$ cat src/rtl/mac8_seq_ctrl.sv
// mac8_seq_ctrl: 8x8 unsigned MAC built from one 2-bit vedic multiplier sequenced over 16 digit pairs

// 2x2 vedic multiplier: pure combinational, the only arithmetic array in the design
module vedic_2bit_multiplier (
    input  logic [1:0] i_a,
    input  logic [1:0] i_b,
    output logic [3:0] o_p
);
    logic w_hi;
    logic w_mid;
    logic w_c;
    assign w_hi  = i_a[1] & i_b[1];
    assign w_mid = (i_a[1] & i_b[0]) ^ (i_a[0] & i_b[1]);
    assign w_c   = i_a[1] & i_b[0] & i_a[0] & i_b[1];
    assign o_p   = {w_hi & w_c, w_hi ^ w_c, w_mid, i_a[0] & i_b[0]};
endmodule

module mac8_seq_ctrl #(
    parameter int ACC_W = 20
) (
    input  logic             clk,
    input  logic             rst,
    input  logic             in_valid,
    output logic             in_ready,
    input  logic [7:0]       a,
    input  logic [7:0]       b,
    input  logic             acc_clr,
    output logic             out_valid,
    input  logic             out_ready,
    output logic [15:0]      product,
    output logic [ACC_W-1:0] acc,
    output logic             ovf,
    output logic             busy
);
    localparam logic [1:0] S_IDLE = 2'd0;
    localparam logic [1:0] S_MUL  = 2'd1;
    localparam logic [1:0] S_ACC  = 2'd2;
    localparam logic [1:0] S_DONE = 2'd3;

    logic [1:0]       r_state;
    logic [3:0]       r_cnt;
    logic [7:0]       r_a;
    logic [7:0]       r_b;
    logic             r_clr;
    logic [15:0]      r_product;
    logic [ACC_W-1:0] r_acc;
    logic             r_ovf;

    logic [1:0]       w_da;
    logic [1:0]       w_db;
    logic [3:0]       w_p;
    logic [3:0]       w_shift;
    logic [15:0]      w_pp;
    logic [ACC_W:0]   w_sum;

    // cnt[3:2] picks the multiplicand digit, cnt[1:0] the multiplier digit
    assign w_da    = 2'(r_a >> {r_cnt[3:2], 1'b0});
    assign w_db    = 2'(r_b >> {r_cnt[1:0], 1'b0});
    assign w_shift = {1'b0, r_cnt[3:2], 1'b0} + {1'b0, r_cnt[1:0], 1'b0};
    assign w_pp    = 16'(w_p) << w_shift;
    assign w_sum   = {1'b0, r_acc} + (ACC_W + 1)'(r_product);

    vedic_2bit_multiplier u_mul (
        .i_a (w_da),
        .i_b (w_db),
        .o_p (w_p)
    );

    assign in_ready  = r_state == S_IDLE;
    assign out_valid = r_state == S_DONE;
    assign busy      = r_state != S_IDLE;
    assign product   = r_product;
    assign acc       = r_acc;
    assign ovf       = r_ovf;

    // Sequencer: accept operands, sweep 16 digit pairs, fold into accumulator, hold result
    always_ff @(posedge clk or posedge rst) begin
        if (rst) begin
            r_state   <= S_IDLE;
            r_cnt     <= '0;
            r_a       <= '0;
            r_b       <= '0;
            r_clr     <= 1'b0;
            r_product <= '0;
            r_acc     <= '0;
            r_ovf     <= 1'b0;
        end else begin
            case (r_state)
                S_IDLE: if (in_valid) begin
                    r_a       <= a;
                    r_b       <= b;
                    r_clr     <= acc_clr;
                    r_product <= '0;
                    r_cnt     <= '0;
                    r_state   <= S_MUL;
                end
                S_MUL: begin
                    r_product <= r_product + w_pp;
                    r_cnt     <= r_cnt + 4'd1;
                    r_state   <= r_cnt == 4'd15 ? S_ACC : S_MUL;
                end
                S_ACC: begin
                    r_acc   <= r_clr ? ACC_W'(r_product) : w_sum[ACC_W-1:0];
                    r_ovf   <= r_clr ? 1'b0 : r_ovf | w_sum[ACC_W];
                    r_state <= S_DONE;
                end
                default: if (out_ready) r_state <= S_IDLE;
            endcase
        end
    end
endmodule

$ cat config.mk
export PLATFORM = sky130hd
export DESIGN_NAME = mac8_seq_ctrl
export DESIGN_NICKNAME = d
export VERILOG_FILES = /design/src/rtl/mac8_seq_ctrl.sv
export SDC_FILE = /design/constraint.sdc
export NUM_CORES = 1
export LEC_CHECK = 0
export ABC_CLOCK_PERIOD_IN_PS = 7100
export CAP_MARGIN = 25
export CORE_UTILIZATION = 40
export CTS_BUF_LIST = sky130_fd_sc_hd__clkbuf_8 sky130_fd_sc_hd__clkbuf_16
export DETAILED_ROUTE_END_ITERATION = 7
export GPL_TIMING_DRIVEN = 0
export MAX_ROUTING_LAYER = met4
export PLACE_DENSITY = 0.7
export REMOVE_ABC_BUFFERS = 1
export SLEW_MARGIN = 20
export SYNTH_ARGS = -nofsm -noshare
export SYNTH_HDL_FRONTEND = slang
export SYNTH_SLANG_ARGS = --single-unit
$ cat constraint.sdc
create_clock -name clk -period 7.1 [get_ports clk]
set_input_delay 1.065 -clock clk [delete_from_list [all_inputs] [get_ports clk]]
set_output_delay 1.065 -clock clk [all_outputs]
set_load 0.02 [all_outputs]
**Word-level counts from Yosys, hierarchy flattened**

Cells that the tools add are included.

- Register bits: 60
- Input bits: 21
- Output and inout bits: 40
- Word-level logic and storage cells: 47

- $add $sub $neg: 4
- Equality and inequality tests: 5
- Shifts and indexed selects: 3
- Mux-type cells: 10
- Bitwise logic cells: 10
- Reductions and logical operators: 7

Operators with widths:

| cell | number |
|---|---|
| one-hot mux 16 bit (2 select lines) | 1 |
| adder 20 x 16 -> 21 bit | 1 |
| two-way mux 20 bit | 1 |
| adder 16 bit | 1 |
| two-way mux 16 bit | 1 |
| left shift 4 x 4 -> 16 bit | 1 |
| right shift 8 x 3 -> 2 bit | 2 |
| one-hot mux 4 bit (2 select lines) | 1 |
| bitwise AND 1 bit | 7 |
| two-way mux 2 bit | 3 |
| one-hot mux 2 bit (3 select lines) | 1 |
| AND reduction 2 bit | 3 |
| adder 3 x 3 -> 4 bit | 1 |
| adder 4 x 1 -> 4 bit, second input constant | 1 |
| == test 2 bit, second input constant | 2 |
| == test 4 bit, second input constant | 1 |
| two-way mux 4 bit | 1 |
| nonzero test 2 bit | 2 |
| nonzero test 4 bit | 1 |
| == test 2 x 1 -> 1 bit, second input constant | 1 |
| zero test 2 bit | 1 |
| != test 2 bit, second input constant | 1 |
| XOR 1 bit | 2 |
| two-way mux 1 bit | 1 |
| OR 1 bit | 1 |

**Logic depth before layout (Yosys ltp)**

Gate-level depths: netlist of run 1.

- Depth in word-level cells: 8
- Depth in mapped cells: 16
- Gate-level depth less buffers: 16

**Hierarchy**

A second synthesis of run 1 with hierarchy kept.

- Cells, all modules: 476
- Area, all modules: 4357.9 um^2

Modules (own cells, without submodules):

| module | instances | cells an instance | area an instance (um^2) | seq. area each (um^2) |
|---|---|---|---|---|
| mac8_seq_ctrl | 1 | 468 | 4300.4 | 1501.4 |
| vedic_2bit_multiplier | 1 | 8 | 57.6 | 0.0 |

**Worst setup path after synthesis of run 1**

No wires, ideal clock.

- Path type: reg-to-reg
- From: register r_cnt[2]
- To: register r_product[15], in the netlist product[15]
- Setup time: 126 ps
- Arrival time: 3757 ps
- Data required time: 6974 ps
- Slack: 3217 ps
- Cell stages (with the launch flop): 17
- Buffers on the path: 0
- Clock period less this slack: 3883 ps
- Cell sequence: dfrtp_1 mux4_1 and2_1 and3_1 ha_1 nor2b_1 a31oi_1 nor3_1 ha_1 o21ai_1 o21a_1 o211ai_1 a31o_2 a211oi_2 xnor2_1 nor2_1 a221o_1

- Word-level cells in the longest chain between the ends: 8
- Elaborated cells between the ends (all ways): 14
- Those cells by class: add/sub: 2; shift: 2; mux: 1; bitwise: 9

Ends and longest elaborated chain:

| item | line | text |
|---|---|---|
| from (decl) | 41 | `logic [3:0] r_cnt;` |
| from (signal assigned) | 99 | `r_cnt <= r_cnt + 4'd1;` |
| right shift 8 x 3 -> 2 bit | 57 | `assign w_da = 2'(r_a >> {r_cnt[3:2], 1'b0});` |
| bitwise AND 1 bit | 13, 14 |  |
| bitwise AND 1 bit (2 in series) | 14 | `assign w_c = i_a[1] & i_b[0] & i_a[0] & i_b[1];` |
| XOR 1 bit / bitwise AND 1 bit (equally long branches) | 15 | `assign o_p = {w_hi & w_c, w_hi ^ w_c, w_mid, i_a[0] & i_b[0]};` |
| left shift 4 x 4 -> 16 bit * | 60 | `assign w_pp = 16'(w_p) << w_shift;` |
| adder 16 bit * | 98 | `r_product <= r_product + w_pp;` |
| one-hot mux 16 bit (2 select lines) * | 88 | `case (r_state)` |
| to (signal assigned) | 98 |  |
| to (decl) | 45 | `logic [15:0] r_product;` |

Mark *: on every way between the ends. The rest lies on a longest branch, timed or not.
A chain may end at the register's enable or synchronous reset.

**Worst setup path after layout of run 1**

Ends and elaborated chain as after synthesis.

==> results.md, run 1 <==
* Fin Hold WS at just over 0.5 ns
* Hold bufs inserted after CTS at 0
* Multi-input logic area at between 2000 and 3000 um^2
* Via count at about 3,600
* Hold Vio Cnt, Final at 0
* Syn Area/Cell at between 9 and 10 um^2
* Largest net degree at the start of global routing at 40
* H-Tree Depth at 3
* Vias in the first global route at 3,638
* IO buf count at 60
* Fin. max-slew vios at 0
* Residual DRC at 0
* Synth async-reset ratio at 100%
* Status: finished clean
* Final critical-path share of the clock period at just over 60%
* Worst Tran Pin Value at ~0.94 ns
* Post-synth design cell area at around 4200 um^2
* VDD IR-drop max at 0.236 mV
* GR Overflow Total at 0
* Post-synth EDFFs at 0
* Wirelength, routed at about 10,000 um
* Row count at 37
* CTS root buffer: clkbuf_8
* Seq/Total Area, Yosys at a little over a third
* Routed WL per cell at approximately 15 um
* Ant diodes at 0
* Ys flop type: dfrtp_1
* Register area at 1500 um^2
* HPWL Detailed at ~7500 um
* RSZ-0062 raised after global routing: false
* Die ar. at 11,000 um^2
* Final total power at 2.38 mW
* Critical Path Fanout Max at 7
* Most frequent cells after synthesis: dfrtp_1, nand2_1, ha_1, nor2_1, a21oi_1
* HP Class: flop to flop
* Total track usage at 20.3%
* Layout cells sized above 1 at approximately a tenth
* Die Height at ~100 um
* Clk_lat worst skew at 0.34 ns
* CTS tree: yes
* Post-route ant nets at 0
* Clock slew seen by the registers of the worst setup and hold paths at 0.07 ns
* Maximum clock path buffer count at 2
* Cells after Synth at about 460
* Vias/cell at between 5 and 6
* Ranking of synthesized cells by area: dfrtp_1, ha_1, mux2_2, nand2_1, a21oi_1
* TritonCTS Sinks at 60
* Pre-antenna DRT Iters at 4
* I/O pin count at 61
* Initial Util at about two fifths
* Number of synthesized register bits at 60
* Min Tclk post-route at ~4.4 ns
* Setup repair bufs after CTS at 0
* MaxCap Viol Count at 0
* Post-CTS Resized at 0
* Final net count at ~580
* Yosys warning count at 0
* Initial antenna violation count at 0
* Worst EP arrival at 4.57 ns
* Core Footprint at just over 10,000 um^2
* Post-synth top area cell: dfrtp_1
* Critical path type: flop to flop
* Setup tns final at 0 ns
* Most frequent cell after synthesis: dfrtp_1
* Filler Cell Count at just over 900
* Leak at around 2.4 nW
* Layout Area Growth over Synthesis at 22.7%
* Maximum clock rate at 230 MHz
* Share of the synthesized area in the top cell type at a little over a third
* Global-route wire length before repair at 17,300 um
* Die W at between 100 and 150 um
* Power Density at ~460 nW/um^2
* Netlist cell types at 59
* Setup crit start kind: flop
* Final setup violating endpoints at 0
* Relative max-transition margin at around 38%
* CTS Buf Count at 9
* Worst Path Required at 7.32 ns
* Clock skew at 0.0118 ns
* Starting DRT DRC Count at 155
* CP endpoint kind: flop
* Final RePlAce weighted congestion at about 0.83
-- registers in the layout (all words and copies together) (netlist names) --
signal	count
acc	20
ovf	1
product	16
r_a	8
r_b	8
r_clr	1
r_cnt	4
r_state	2
-- area by class of cell --
| cell class | instances | area share [%] |
|---|---|---|
| Clock inverter | 5 | 0.962 |
| Timing Repair Buffer | 62 | 12.2 |
| Multi-Input combinational cell | 367 | 50.7 |
| Clock buffer | 11 | 2.91 |
| Inverter | 14 | 1.06 |
| Sequential cell | 60 | 28.9 |
| Tap cell | 136 | 3.27 |
-- per-layer routing --
layer	global-route usage [%]	routed length, um	vias to the layer above
met3	3.31	334	27
met4	10.4	333	0
li1	-	-	1781
met1	24.4	4680	1737
met5	-	0	-
met2	32.9	4680	100
-- through the flow --
step	util (%)	std cells	setup WS (ns)	cell area [um^2]
after floorplan	-	441	3.22	4190
after global placement	48.0	637	2.80	4960
after detailed placement	48.5	639	2.77	5000
after CTS	50.4	655	2.74	5200
after global routing	50.4	655	2.42	5200
final	50.4	655	2.75	5200
-- cells by family (layout without fill, tap and decap cells) --
family	Yosys count	after routing	share of synthesized area, %
simple gates	152	152	17.2
compound gates	126	126	19.3
flops	60	60	35.4
fa+ha+maj	41	41	12.6
buf+inv	28	92	2.48
mux	26	26	8.26
xor+xnor	22	22	4.72
-- cells in the final DEF, fill, tap and decap left out, drive strengths merged, types with 5 or more instances in the layout --
| cell | count |
|---|---|
| o21a | 5 |
| nor3 | 12 |
| clkbuf | 11 |
| nor2b | 10 |
| a21oi | 29 |
| o21ai | 30 |
| xnor2 | 9 |
| nand3 | 11 |
| clkdlybuf4s50 | 60 |
| nand2 | 50 |
| o31ai | 6 |
| xor2 | 13 |
| inv | 13 |
| ha | 38 |
| a31oi | 13 |
| mux2 | 19 |
| a21o | 13 |
| nor2 | 34 |
| nand2b | 11 |
| dfrtp | 60 |
| clkinv | 5 |
-- worst max-delay path, cell delays in order (launching register included) --
cell and delay, ns:
dfrtp_1 0.51, mux4_1 0.60, and2_1 0.19, and3_1 0.14
ha_1 0.29, nor2b_1 0.14, a31oi_1 0.38, nor3_1 0.11
ha_1 0.35, o21ai_1 0.21, o21a_1 0.18, o211ai_1 0.15
a31o_2 0.30, a211oi_2 0.20, xnor2_1 0.16, nor2_1 0.06
a221o_1 0.26
-- power breakdown --
group          internal [mW]  total [mW]  switching, mW  leakage (nW)
Combinational          0.639        1.41          0.771          1.49
Clock                  0.179       0.320          0.141         0.109
Sequential             0.482       0.651          0.169         0.760
-- path summary, 6_finish.rpt --
path | start | end | slack [ns] | cells past startpoint
max in group asynchronous | rst | product[12]$_DFFE_PP0P_ | 5.54 | 3
hold / removal | r_a[3]$_DFFE_PP0P_ | r_a[3]$_DFFE_PP0P_ | 0.51 | 1
setup / recovery | r_cnt[2]$_DFFE_PP0P_ | product[15]$_DFFE_PP0P_ | 2.75 | 16
min in group asynchronous | rst | acc[0]$_DFFE_PP0P_ | 1.06 | 2
hold reg to reg | r_a[3]$_DFFE_PP0P_ | r_a[3]$_DFFE_PP0P_ | 0.51 | 1
setup reg to reg | r_cnt[2]$_DFFE_PP0P_ | product[15]$_DFFE_PP0P_ | 2.75 | 16
Power figures use the tool's default switching activity.
==> run 2: changes to the inputs <==
--- a/config.mk
+++ b/config.mk
@@ -5,7 +5,7 @@
 export SDC_FILE = /design/constraint.sdc
 export NUM_CORES = 1
 export LEC_CHECK = 0
-export ABC_CLOCK_PERIOD_IN_PS = 7100
+export ABC_CLOCK_PERIOD_IN_PS = 4400
 export CAP_MARGIN = 25
 export CORE_UTILIZATION = 40
 export CTS_BUF_LIST = sky130_fd_sc_hd__clkbuf_8 sky130_fd_sc_hd__clkbuf_16
==> constraint.sdc (replaced) <==
create_clock -name clk -period 4.4 [get_ports clk]
set_input_delay 0.66 -clock clk [delete_from_list [all_inputs] [get_ports clk]]
set_output_delay 0.66 -clock clk [all_outputs]
set_load 0.02 [all_outputs]
==> run 2 against run 1 <==
Net effect: clock-buffer cell count stayed put; wire length barely moved; via count about the same; critical endpoint unchanged; global-route usage is the same.
==> results.md, run 2 (synthesis gave the netlist of run 1 again) <==
* Layout cells sized above 1 at ~12%
* Placement Setup Slack at 0.0684 ns
* DP Area at 5000 um^2
* R2R Setup Slk at 0.26 ns
* Clock slew seen by the registers of the worst setup and hold paths at approximately 0.07 ns
* Critical Path Source: r_cnt[2]$_DFFE_PP0P_
* Critical Path Fanout Max at 7
* Most frequent cells in the layout: clkdlybuf4s50_1, dfrtp_1, nand2_1
* Initial Util at a little over 40%
* Most common cell after layout, fill and taps aside: clkdlybuf4s50_1
* Hold Vio Cnt, Final at 0
* Sequential share of power at between 20% and 30%
* Setup crit start kind: flop
* P_int at around 2.1 mW
* Power Density at roughly 740 nW/um^2
* HPWL Detailed at 7450 um
* Layout Area Growth over Synthesis at 23.3%
* CP endpoint kind: flop
* Via count at about 3,600
* I/O pin count at 61
* Ant diodes at 0
* Wirelength, routed at 10,000 um
* Relative max-transition margin at between 30% and 40%
* CTS Buf Count at 9
* NetSw at between 1.5 and 2 mW
* Vias/cell at 5.54
* Worst Hold Endpoint: r_a[3]$_DFFE_PP0P_
* MaxCap Viol Count at 0
* Min-delay src: r_a[3]$_DFFE_PP0P_
* Max reg flops at 20
* Maximum clock rate at 241 MHz
* Final critical-path share of the clock period at between 90% and 100%
* Comb pwr share at 59.6%
* TritonCTS Sinks at 60
* Setup slack after layout at ~0.26 ns
* IO buf count at 60
* Die W at ~100 um
* Largest net degree at the start of global routing at 40
* Filler Cell Count at 930
* Clk_lat worst skew at roughly 0.34 ns
* Reg-to-reg startpoint: r_cnt[2]$_DFFE_PP0P_
* Clock skew at between 0.01 and 0.015 ns
* RSZ-0062 raised after global routing: false
* Fin Hold WS at 0.507 ns
* Final net count at about 580
* Net Sw Frac at 45.2%
* Hold bufs inserted after CTS at 0
* H-Tree Depth at 3
* GR Overflow Total at 0
* Vias in the first global route at 3,638
* Die Height at about 100 um
* Core Footprint at approximately 10,000 um^2
* Hold path depth at 1
* HP Class: flop to flop
* Starting DRT DRC Count at 110
* Setup tns final at 0 ns
* CTS root buffer: clkbuf_8
* Routed WL per cell at about 15 um
* Min Tclk post-route at 4.14 ns
* Worst Tran Pin Value at ~0.93 ns
* VDD IR-drop max at 0.382 mV
* Post-route ant nets at 0
* Row count at 37
* Final RePlAce weighted congestion at about 0.83
* Status: finished clean
* Global-route wire length before repair at around 17,000 um
* CTS tree: yes
* Initial antenna violation count at 0
* Worst r2r path cells at 16
* Leak at approximately 2.4 nW
* Reg2reg end: product[15]$_DFFE_PP0P_
* Pre-antenna DRT Iters at 4
* Worst Path Required at 4.62 ns
* Final core utilization at between 50% and 60%
* Final setup violating endpoints at 0
* Residual DRC at 0
* Maximum clock path buffer count at 2
* Design area at between 5000 and 6000 um^2
* Fin. max-slew vios at 0
* Worst EP arrival at 4.36 ns
* Total track usage at approximately a fifth
* Die ar. at around 11,000 um^2
* Critical path type: flop to flop
* Clock network power share at a little over an eighth
==> run 2: area by class of cell <==
class                           instances  area (um^2)  area share [%]
Clock inverter                          5         50.0           0.957
Sequential cell                        60         1500            28.8
Clock buffer                           11          151            2.90
Inverter                               14         55.1            1.05
Timing Repair Buffer                   64          651            12.4
Tap cell                              136          170            3.26
Multi-Input combinational cell        367         2650            50.6
==> run 2: layer usage <==
layer	global-route usage (%)	share of wire (%)
met1	24.4	46
met2	32.9	47
met3	3.31	3.3
met4	10.4	3.5
met5	-	0
==> run 2: worst max path at each step <==
| stage | end | slack, ns | cells after the start |
|---|---|---|---|
| final | product[15]$_DFFE_PP0P_ | 0.26 | 16 |
| after global routing | product[15]$_DFFE_PP0P_ | 0.006 | 16 |
| after CTS | product[15]$_DFFE_PP0P_ | 0.04 | 16 |
| after detailed placement | product[15]$_DFFE_PP0P_ | 0.07 | 16 |
| after global placement | product[14]$_DFFE_PP0P_ | 0.10 | 16 |
| after floorplan | product[15]$_DFFE_PP0P_ | 0.52 | 16 |
==> run 2: power groups by stage <==
stage	sequential, mW	clock, mW	combinational [mW]
after detailed placement	1.06	0	2.26
after CTS	1.05	0.524	2.27
after floorplan	1.11	0	1.50
after global routing	1.10	0.551	2.58
final	1.05	0.517	2.32
after global placement	1.04	0	2.16
==> run 2: critical path, stage by stage (launching register included) <==
cell       delay [ns]
dfrtp_2          0.45
mux4_1           0.58
and2_1           0.19
and3_1           0.14
ha_1             0.29
nand2_1          0.08
mux2_2           0.30
nor2_1           0.14
ha_1             0.29
o21a_1           0.20
o2111ai_1        0.21
o211ai_1         0.15
a31o_2           0.30
a211oi_2         0.20
xnor2_1          0.17
nor2_1           0.06
a221o_1          0.26
==> run 2: timing repair <==
| item | 4_1_cts | 5_1_grt |
|---|---|---|
| setup buffers | 0 | 2 |
| resized for setup | 0 | 3 |
| setup endpoints to repair | 0 | 4 |
==> run 2: metrics by stage <==
stage / std cells / power [mW]
2_1_floorplan: 441 / 2.61
3_3_place_gp: 637 / 3.20
3_5_place_dp: 639 / 3.32
4_1_cts: 655 / 3.85
5_1_grt: 657 / 4.22
6_report: 657 / 3.89
